### config.mk
export PLATFORM = sky130hd
export DESIGN_NAME = link_fifo_sync
export DESIGN_NICKNAME = d
export VERILOG_FILES = /design/src/rtl/link_fifo_sync.sv
export SDC_FILE = /design/constraint.sdc
export NUM_CORES = 1
export LEC_CHECK = 0
export ABC_AREA = 1
export BUFFER_PORTS_ARGS = -buffer_cell sky130_fd_sc_hd__buf_4
export CAP_MARGIN = 0
export CORE_ASPECT_RATIO = 1.25
export CORE_UTILIZATION = 55
export DETAILED_ROUTE_END_ITERATION = 10
export GPL_TIMING_DRIVEN = 0
export HOLD_SLACK_MARGIN = 0.03
export PLACE_DENSITY_LB_ADDON = 0.08
export SKIP_CTS_REPAIR_TIMING = 1
export SYNTH_ARGS = -nofsm -noshare
export SYNTH_HDL_FRONTEND = slang
export SYNTH_SLANG_ARGS = --single-unit
### constraint.sdc
create_clock -name clk -period 2.2 [get_ports clk]
set_clock_uncertainty 0.1 [all_clocks]
set_input_delay 0.44 -clock clk [delete_from_list [all_inputs] [get_ports clk]]
set_output_delay 0.44 -clock clk [all_outputs]
set_load 0.05 [all_outputs]
### src/rtl/link_fifo_sync.sv
// Single-clock FIFO for the IEEE1355 link datapath: fill-level based flags,
// sticky overflow/underflow errors, and selectable standard or FWFT read.
module link_fifo_sync #(
    parameter int G_DATA_WIDTH_BITS = 8,
    parameter int G_ADDR_WIDTH_BITS = 6,
    parameter int G_FWFT            = 0,
    parameter int G_ALMOST_FULL     = 2**G_ADDR_WIDTH_BITS - 4,
    parameter int G_ALMOST_EMPTY    = 4
) (
    input  logic                         clk,
    input  logic                         rst,
    input  logic                         w_en,
    input  logic [G_DATA_WIDTH_BITS-1:0] w_data,
    output logic                         full,
    output logic                         almost_full,
    input  logic                         r_en,
    output logic [G_DATA_WIDTH_BITS-1:0] r_data,
    output logic                         r_valid,
    output logic                         empty,
    output logic                         almost_empty,
    output logic [G_ADDR_WIDTH_BITS:0]   fill_level,
    output logic                         overflow,
    output logic                         underflow,
    input  logic                         err_clr
);
    localparam int DEPTH = 2**G_ADDR_WIDTH_BITS;
    localparam int LW    = G_ADDR_WIDTH_BITS + 1;
    localparam logic [LW-1:0] LVL_FULL = LW'(DEPTH);
    localparam logic [LW-1:0] LVL_AF   = LW'(G_ALMOST_FULL);
    localparam logic [LW-1:0] LVL_AE   = LW'(G_ALMOST_EMPTY);
    localparam logic [LW-1:0] LVL_ONE  = LW'(1);

    if (G_ALMOST_FULL < 0 || G_ALMOST_FULL > DEPTH ||
        G_ALMOST_EMPTY < 0 || G_ALMOST_EMPTY > DEPTH) begin : g_bad_threshold
        $error("link_fifo_sync: almost_full/almost_empty threshold outside 0..DEPTH");
    end

    logic [G_DATA_WIDTH_BITS-1:0] mem [DEPTH];
    logic [G_ADDR_WIDTH_BITS-1:0] w_addr;
    logic [G_ADDR_WIDTH_BITS-1:0] r_addr;
    logic                         rd_ok;
    logic                         wr_ok;

    // Flags come only from the registered level; pointers are free-running.
    assign full         = (fill_level == LVL_FULL);
    assign empty        = (fill_level == '0);
    assign almost_full  = (fill_level >= LVL_AF);
    assign almost_empty = (fill_level <= LVL_AE);

    // A read frees a slot in the same edge, so a full FIFO still takes a write.
    assign rd_ok = r_en & ~empty;
    assign wr_ok = w_en & (~full | rd_ok);

    always_ff @(posedge clk) begin
        if (wr_ok && !rst)
            mem[w_addr] <= w_data;
    end

    always_ff @(posedge clk or posedge rst) begin
        if (rst) begin
            w_addr     <= '0;
            r_addr     <= '0;
            fill_level <= '0;
            overflow   <= 1'b0;
            underflow  <= 1'b0;
        end else begin
            if (wr_ok)
                w_addr <= w_addr + 1'b1;
            if (rd_ok)
                r_addr <= r_addr + 1'b1;
            case ({wr_ok, rd_ok})
                2'b10:   fill_level <= fill_level + LVL_ONE;
                2'b01:   fill_level <= fill_level - LVL_ONE;
                default: fill_level <= fill_level;
            endcase
            // Set takes priority over a same-cycle clear.
            overflow  <= (overflow  & ~err_clr) | (w_en & ~wr_ok);
            underflow <= (underflow & ~err_clr) | (r_en & ~rd_ok);
        end
    end

    if (G_FWFT == 0) begin : g_std
        logic [G_DATA_WIDTH_BITS-1:0] rd_q;
        logic                         vld_q;

        always_ff @(posedge clk or posedge rst) begin
            if (rst) begin
                rd_q  <= '0;
                vld_q <= 1'b0;
            end else begin
                vld_q <= rd_ok;
                if (rd_ok)
                    rd_q <= mem[r_addr];
            end
        end

        assign r_data  = rd_q;
        assign r_valid = vld_q;
    end else begin : g_fwft
        // Head word is presented directly; meaningless while empty.
        assign r_data  = mem[r_addr];
        assign r_valid = ~empty;
    end

endmodule
Word-level counts from Yosys, hierarchy flattened
Memories as Yosys holds them, arrays and structs flattened. A register that Yosys moved wholly into a read port is not among the register bits.
Index checks and enable logic that the tools add are counted.
W data, S select, Z words.
Cells by class
  eq/ne operators: 3
  muxes and demuxes: 3
  $lt $le $gt $ge: 2
  bitwise operators: 14
  reductions and logical operators: 4
  add/sub/neg operators: 4
Operators by type and width (number)
  $pmux W7 S2: 1
  $add A6 B1 Y6 const B: 2
  $add A7 B1 Y7 const B: 1
  $eq A7 B7 Y1 const B: 1
  $ge A7 B6 Y1 const B: 1
  $le A7 B3 Y1 const B: 1
  $logic_not A7 Y1: 1
  $sub A7 B1 Y7 const B: 1
  $and A1 B1 Y1: 6
  $not A1 Y1: 5
  $or A1 B1 Y1: 3
  $eq A2 B1 Y1 const B: 1
  $eq A2 B2 Y1 const B: 1
  $mux W1: 2
  $reduce_bool A2 Y1: 1
  $logic_and A1 B1 Y1: 1
  $logic_not A1 Y1: 1
Word-level totals
  output and inout bits: 22
  RAM bits: 512
  memories kept: 1
  bits in registers: 22
  input bits: 13
  logic and storage cells: 37
Memories
  mem: depth 64, width 8, read ports 1, clocked after Yosys merged registers in 1, write ports 1, line 38  | logic [G_DATA_WIDTH_BITS-1:0] mem [DEPTH];

Depth between registers and ports, before layout
Gate-level depths: netlist of the first run.
  depth in word-level cells: 8
  mapped depth: 18
  mapped depth without buffers: 18

Least setup slack after synthesis of the first run
No wires, ideal clock.
  kind: flip-flop to flip-flop
  from: register fill_level[1]
  to: register fill_level[6]
  buffers on the path: 0
  setup slack: -0.908 ns
  clock period less this slack: 3.108 ns
  cell stages (with the launch flop): 19
  arrival: 2.894 ns
  setup time: 0.113 ns
  required time: 1.987 ns
  cell sequence: dfrtp_1 -> inv_1 -> nand3_2 -> nor2_2 -> nor2_2 -> nand2_1 -> inv_1 -> ha_1 -> nand2_1 -> o21ai_0 -> nand2_1 -> nand2_1 -> nand2_1 -> nand2_1 -> nand2_1 -> nand2_1 -> nand2_1 -> nand2_1 -> inv_1
Between the ends
  cells in the longest elaborated chain, start to end: 7
  elaborated cells between the ends (all ways): 13
  those cells by class: add/sub: 2; eq/ne: 3; mux: 1; bitwise: 5; reduce/logical: 2
Ends and longest elaborated chain
  start: declaration: line 21  | output logic [G_ADDR_WIDTH_BITS:0] fill_level,
  start signal: assignment: line 72  | 2'b10: fill_level <= fill_level + LVL_ONE;
  start signal: assignment: line 73  | 2'b01: fill_level <= fill_level - LVL_ONE;
  start signal: assignment: line 74  | default: fill_level <= fill_level;
  $logic_not A7 Y1 *: line 46  | assign empty = (fill_level == '0);
  named net empty: line 19  | output logic empty,
  $not A1 Y1 *: line 51  | assign rd_ok = r_en & ~empty;
  $and A1 B1 Y1 *: line 51
  $or A1 B1 Y1: line 52  | assign wr_ok = w_en & (~full | rd_ok);
  $and A1 B1 Y1: line 52
  $eq A2 B1 Y1 or $eq A2 B2 Y1 (tied branches): line 71  | case ({wr_ok, rd_ok})
  $pmux W7 S2 or $reduce_bool A2 Y1 (tied branches)
The timed path passes the listed nets; every way through them passes the cells marked *.
A chain may end at the register's enable or synchronous reset.

Worst setup path in the final report of the first run
  from: register fill_level[4]
  to: memory mem[42][3] (enable)
Between the ends
  cells in the longest elaborated chain, start to end: 8
  elaborated cells between the ends (all ways): 10
  those cells by class: eq/ne: 1; mux: 2; bitwise: 5; reduce/logical: 2
Ends and longest elaborated chain
  $logic_not A7 Y1: line 46
  $not A1 Y1: line 51
  $and A1 B1 Y1: line 51
  $or A1 B1 Y1 *: line 52
  $and A1 B1 Y1 *: line 52
  $logic_and A1 B1 Y1 *: line 55  | if (wr_ok && !rst)
  $mux W1 *: line 55
  $mux W1 (implied by the code) *: line 56  | mem[w_addr] <= w_data;
  end: declaration: line 38
Mark *: on every way between the ends. The rest lies on a longest branch, timed or not.

==> metrics.md, run 1 <==
| Metric | Value |
|---|---|
| Run status | finished, violations left |
| Failing checks | setup timing |
| Worst path arrival time | 2.59 ns |
| H-tree depth | 2 |
| CTS tree | yes |
| Minimum clock period | 2.392 ns |
| HPWL after DPL | 44260 um |
| CTS max path bufs | 3 |
| Reg area | 0.01614 sq mm |
| Final hold viol count | 0 |
| Initial Util | 55.93% |
| Clk network pwr share | 24.0% |
| Mapped Nets | 2169 |
| Multi-input logic area | 0.006640 sq mm |
| RSZ-0062 raised after global routing | yes |
| Fmax | 418.0 MHz |
| Gr ovfl total | 0 |
| Post-DRT Antenna Nets | 0 |
| CP cell instances | nor2_4 -> nand3_1 -> nor2_4 -> nand2_2 -> nand2_4 -> nor2_4 -> nand4_1 -> buf_6 -> buf_4 -> nor2_4 -> buf_12 |
| Final setup viols | 287 |
| Top-count cell post-synth | nand2_1 |
| Slew @ Worst Pin | 0.9335 ns |
| CP startpoint kind | flop |
| Setup tns final | -20.09 ns |
| P&R area growth vs syn | 20.46% |
| Post-synth top area share | 66.85% |
| TritonRoute pass-1 iters | 5 |
| Slew HR | 37.62% |
| Layout cells sized above 1 | 18.87% |
| Sw Ratio | 41.18% |
| Worst path required time | 2.40 ns |
| Worst setup path category | reg -> reg |
| Most common cell on crit path | nor2_4 |
| Most used DFF post-synth | edfxtp_1 |
| Yosys warning total | 0 |
| Post-synth EDFFs | 512 |
| Peak VDD IR | 0.0008021 V |
| Setup ws final | -0.1922 ns |
| Total Wirelength | 67930 um |
| Crit end category | flop |
| Global-route wire length before repair | 96670 um |
| Vias in the first global route | 15450 |
| Cells after Synth | 2148 |
| Die area | 0.04264 sq mm |
| GRT Overall Usage | 32.16% |
| TritonCTS buffer count | 52 |
| Vias/cell | 5.689 |
| Initial antenna violation count | 0 |
| Post-route DRC violation count | 0 |
| Hold Crit Class | in -> reg |
| Pin count of the biggest net entering global routing | 65 |
| Row count | 83 |
| Worst-path clk slew | 0.06 ns |
| DRT iter0 DRCs | 1744 |
| Total internal power | 21.34 mW |
| I/O pin count | 35 |
| Util after Layout | 67.37% |
| Pins Over Slew Limit | 0 |
| Clk_lat worst skew | 0.59 ns |
| Gate power share | 42.7% |
| Final RePlAce weighted congestion | 0.9950 |
| Synth cell count leaders | nand2_1, edfxtp_1, nand3_1 |
| Slowest CP cell | dfrtp_2 |
| Die Span Y | 230.6 um |
| Clock sinks | 542 |
| Net switching power | 14.94 mW |
| N_diodes | 0 |
| Max-cap violations | 0 |
| Slowest stage delay, CP | 0.43 ns |
| Sequential fraction of design power | 33.3% |
| Yosys reg bits | 542 |
| Die Width | 184.9 um |
| Largest fanout on the critical path | 8 |
| Yosys cell types | 29 |
| Fillers | 3171 |
| Root buffer cell | clkbuf_16 |
| Syn avg cell area | 10.71 sq um |
| Main area contributors after synthesis | edfxtp_1, nand2_1, nand3_1, dfrtp_1, inv_1 |
| Nets | 2323 |
| Vias | 16470 |
| Sequential area share after synthesis | 70.11% |
| Floorplan core area | 0.04112 sq mm |
| Power per cell area | 1310 mW/mm^2 |
| DR WL/cell | 23.47 um |
| Leakage power | 10.76 nW |
| Post-synthesis instance area | 0.02300 sq mm |
| Area leader, netlist | edfxtp_1 |
| Async SR Flop Fraction | 5.535% |
| Final period utilization | 108.7% |
| PortBufs | 34 |
==> path summary, 6_finish.rpt <==
check / startpoint / end / slack [ns] / cells past startpoint
max reg2reg: fill_level[4]$_DFFE_PP0P_ / mem[42][3]$_DFFE_PP_ / -0.19 / 11
max in group asynchronous: rst / fill_level[6]$_DFFE_PP0P_ / 0.37 / 4
min: w_en / w_addr[0]$_DFFE_PP0P_ / 0.12 / 3
min in group asynchronous: rst / r_addr[5]$_DFFE_PP0P_ / 0.40 / 4
max: fill_level[4]$_DFFE_PP0P_ / mem[42][3]$_DFFE_PP_ / -0.19 / 11
min reg2reg: r_data[7]$_DFFE_PP0P_ / r_data[7]$_DFFE_PP0P_ / 0.39 / 2
==> per-layer routing <==
| metal | global-route usage [%] | wire length (um) |
|---|---|---|
| met1 | 41.92 | 26130 |
| met4 | 14.10 | 3005 |
| met2 | 51.89 | 32680 |
| met5 | 0 | 0 |
| met3 | 6.988 | 6112 |
==> sequential cells by signal, summed over array words and instances (netlist names) <==
| register | cells |
|---|---|
| underflow | 1 |
| w_addr | 6 |
| mem | 512 |
| overflow | 1 |
| r_data | 8 |
| r_valid | 1 |
| r_addr | 6 |
| fill_level | 7 |
==> worst max-delay path, delay by kind of cell, from the launching register on <==
family / cells / cell delay, ns
buf+inv: 3 / 0.54
simple gates: 8 / 1.02
flops: 1 / 0.43
==> power by group through the flow <==
stage / Sequential [mW] / Combinational, mW / Clock (mW)
floorplan: 12.6 / 7.27 / 0
global placement: 12.2 / 12.6 / 0
detailed placement: 12.3 / 12.7 / 0
CTS: 12.0 / 12.8 / 8.78
global route: 12.1 / 16.4 / 9.18
finish: 12.1 / 15.5 / 8.72
==> layout make-up <==
cell class | instances | area share (%)
flip-flops and latches | 542 | 58.24
multi-input cells | 1306 | 23.97
clock buffers | 60 | 4.882
repair buffers | 100 | 3.617
plain buffers | 105 | 3.062
inverters | 195 | 2.719
well taps | 552 | 2.493
clock inverters | 34 | 1.021
==> stage by stage <==
| stage | hold WS, ns | total power [mW] | cell area [sq um] | setup WS, ns | cells |
|---|---|---|---|---|---|
| 2_1_floorplan | 0.4018 | 19.92 | 23130 | -0.3040 | 2148 |
| 3_3_place_gp | 0.3668 | 24.81 | 24080 | -1.667 | 2734 |
| 3_5_place_dp | 0.3756 | 24.97 | 24080 | -1.746 | 2734 |
| 4_1_cts | -0.06677 | 33.60 | 25710 | -1.317 | 2828 |
| 5_1_grt | 0.1099 | 37.71 | 27710 | -0.2622 | 2894 |
| 6_report | 0.1173 | 36.29 | 27710 | -0.1922 | 2894 |
==> cells in the final DEF, fill, tap and decap left out, types with 10 or more instances in the layout <==
| cell type | n |
|---|---|
| o211ai_1 | 24 |
| nand2_1 | 724 |
| buf_2 | 11 |
| clkbuf_16 | 54 |
| nor2_1 | 66 |
| clkbuf_2 | 14 |
| nand2_2 | 19 |
| buf_4 | 85 |
| nand3_2 | 21 |
| xor2_1 | 12 |
| edfxtp_1 | 512 |
| inv_1 | 183 |
| o21ai_0 | 21 |
| buf_6 | 27 |
| a21oi_1 | 18 |
| clkbuf_1 | 14 |
| clkinv_1 | 19 |
| nand3_1 | 257 |
| clkbuf_4 | 32 |
| dfrtp_1 | 22 |
| nor2_2 | 14 |
| clkinv_2 | 10 |
| nor2_4 | 75 |
| a21oi_2 | 10 |
| buf_12 | 18 |
==> cell families after synthesis <==
kind of cell	after synthesis	synth area share [%]
DFF	542	70.11
AOI/OAI and AO/OA	85	2.127
buffers and inverters	300	5.407
and+or+nand+nor	1199	21.35
xor gates and xnor gates	14	0.5331
adders and majority gates	8	0.4678
(Power assumes the default switching activity.)
==> run 2: changes to the inputs <==
--- a/config.mk
+++ b/config.mk
@@ -10,6 +10,7 @@
 export CAP_MARGIN = 0
 export CORE_ASPECT_RATIO = 1.25
 export CORE_UTILIZATION = 55
+export CTS_BUF_LIST = sky130_fd_sc_hd__clkbuf_2
 export DETAILED_ROUTE_END_ITERATION = 10
 export GPL_TIMING_DRIVEN = 0
 export HOLD_SLACK_MARGIN = 0.03
==> run 2 against run 1 <==
Against the previous run: the flow still finishes with violations (setup timing); non-clock buffer count rose by 15; die area unchanged; sequential power is essentially flat; cell area down 0.36%; first-iteration DRC count grew 4.6%; hold slack improved by 0.13 ns; power shrank 4.0%.
==> metrics.md, run 2 (synthesized netlist as in run 1, its figures left out) <==
| Metric | Value |
|---|---|
| Final setup viols | 214 (-25%) |
| Crit end category | output pin |
| Clk_lat worst skew | 1.19 ns (+0.60 ns) |
| DR WL/cell | 22.53 um (-4.0%) |
| Root buffer cell | clkbuf_2 |
| GRT Overall Usage | 32.79% (+0.63 points) |
| Row count | 83 (unchanged) |
| Initial Util | 55.93% (unchanged) |
| Slew @ Worst Pin | 0.9121 ns (-0.02142 ns) |
| Peak VDD IR | 0.0006541 V (-18%) |
| Final hold viol count | 0 (unchanged) |
| Largest fanout on the critical path | 5 (-3) |
| Max-cap violations | 0 (unchanged) |
| PortBufs | 34 (unchanged) |
| Total Wirelength | 68660 um (+1.1%) |
| Global-route wire length before repair | 98060 um (+1.4%) |
| Die Width | 184.9 um (unchanged) |
| Initial antenna violation count | 1 (+1) |
| Hold Crit Class | in -> reg |
| Final RePlAce weighted congestion | 0.9950 (unchanged) |
| Failing checks | setup timing |
| CTS max path bufs | 3 (unchanged) |
| Fmax | 372.5 MHz (-11%) |
| Commonest non-fill, non-tap cell in the layout | nand2_1 |
| Clock sinks | 542 (unchanged) |
| Worst path arrival time | 2.14 ns (-0.45 ns) |
| Die Span Y | 230.6 um (unchanged) |
| Clk network pwr share | 20.3% (-3.7 points) |
| Die area | 0.04264 sq mm (unchanged) |
| Power per cell area | 1261 mW/mm^2 (-3.7%) |
| Slew HR | 39.05% (+1.4 points) |
| Minimum clock period | 2.685 ns (+0.2925 ns) |
| Pin count of the biggest net entering global routing | 65 (unchanged) |
| Setup ws final | -0.4848 ns (-0.2925 ns) |
| P&R area growth vs syn | 20.03% |
| Fillers | 3257 (+2.7%) |
| Largest Register | mem |
| Largest register FFs | 512 (unchanged) |
| Placed cell areas | 0.02408 sq mm (unchanged) |
| Net switching power | 15.26 mW (+2.1%) |
| Gr ovfl total | 0 (unchanged) |
| Vias | 16960 (+3.0%) |
| TritonRoute pass-1 iters | 6 (+1) |
| Pins Over Slew Limit | 0 (unchanged) |
| Vias/cell | 5.563 (-2.2%) |
| Leakage power | 11.04 nW (+2.5%) |
| Power, Total | 34.82 mW (-4.0%) |
| Post-route cell area | 0.02761 sq mm (-0.36%) |
| RSZ-0062 raised after global routing | yes |
| Gate power share | 44.9% (+2.2 points) |
| Setup tns final | -12.70 ns (+7.392 ns) |
| Nets | 2419 (+4.1%) |
| TritonCTS buffer count | 133 (+160%) |
| HPWL after DPL | 44260 um (unchanged) |
| Worst-path clk slew | 0.09 ns (+0.03 ns) |
| Run status | finished, violations left |
| DRT iter0 DRCs | 1825 (+4.6%) |
| Total internal power | 19.56 mW (-8.4%) |
| H-tree depth | 4 (+2) |
| Worst setup path category | reg -> out |
| Most frequent cells in the layout | nand2_1, edfxtp_1, nand3_1 |
| CTS tree | yes |
| Floorplan core area | 0.04112 sq mm (unchanged) |
| Util after Layout | 67.13% (-0.24 points) |
| CP startpoint kind | flop |
| Sw Ratio | 43.84% (+2.7 points) |
| Vias in the first global route | 16190 (+4.8%) |
| Final period utilization | 122.0% (+13 points) |
| I/O pin count | 35 (unchanged) |
| Sequential fraction of design power | 34.7% (+1.4 points) |
| Worst path required time | 1.66 ns (-0.74 ns) |
| Post-route DRC violation count | 0 (unchanged) |
| Post-DRT Antenna Nets | 0 (unchanged) |
| Layout cells sized above 1 | 23.61% (+4.7 points) |
run 2: routing by layer:
layer	GRT usage, %	share of wire [%]
met5	0	0
met4	17.85	4.6
met3	8.503	9.8
met1	41.34	38
met2	51.82	48
run 2: critical path: stages (launching register included):
cell	delay (ns)
dfrtp_2	0.47
nor2_4	0.16
nand3_4	0.10
nor2_4	0.13
buf_6	0.17
run 2: cell type report:
| type | instances | area, sq um | share of cell area, % |
|---|---|---|---|
| flip-flops and latches | 542 | 16140 | 58.45 |
| multi-input cells | 1306 | 6661 | 24.13 |
| repair buffers | 115 | 1237 | 4.482 |
| clock buffers | 191 | 955.9 | 3.463 |
| plain buffers | 105 | 844.6 | 3.059 |
| inverters | 195 | 752.0 | 2.724 |
| well taps | 552 | 690.7 | 2.502 |
| clock inverters | 41 | 326.6 | 1.183 |
| diodes | 1 | 2.502 | 0.009065 |
run 2: power by group through the flow:
| stage | Clock [mW] | Combinational, mW | Sequential [mW] |
|---|---|---|---|
| 6_report | 7.08 | 15.7 | 12.1 |
| 5_1_grt | 7.66 | 16.6 | 12.1 |
| 4_1_cts | 7.15 | 12.8 | 12.0 |
| 3_5_place_dp | 0 | 12.7 | 12.3 |
| 3_3_place_gp | 0 | 12.6 | 12.2 |
| 2_1_floorplan | 0 | 7.27 | 12.6 |
run 2: worst paths after layout:
| check | to | slack (ns) | depth (start not counted) | from |
|---|---|---|---|---|
| max in group asynchronous | fill_level[2]$_DFFE_PP0P_ | 0.33 | 5 | rst |
| worst min-delay path | fill_level[5]$_DFFE_PP0P_ | 0.25 | 6 | w_en |
| min in group asynchronous | r_addr[5]$_DFFE_PP0P_ | 0.37 | 5 | rst |
| worst max register to register | fill_level[5]$_DFFE_PP0P_ | -0.27 | 17 | fill_level[5]$_DFFE_PP0P_ |
| worst min register to register | r_data[0]$_DFFE_PP0P_ | 0.45 | 2 | r_data[0]$_DFFE_PP0P_ |
| worst max-delay path | empty | -0.48 | 4 | fill_level[5]$_DFFE_PP0P_ |
run 2: per-stage QoR:
stage | setup slack, ns | std cells | hold slack (ns)
2_1_floorplan | -0.3040 | 2148 | 0.4018
3_3_place_gp | -1.667 | 2734 | 0.3668
3_5_place_dp | -1.746 | 2734 | 0.3756
4_1_cts | -1.303 | 2966 | -0.6820
5_1_grt | -0.5834 | 3048 | 0.2801
6_report | -0.4848 | 3048 | 0.2502
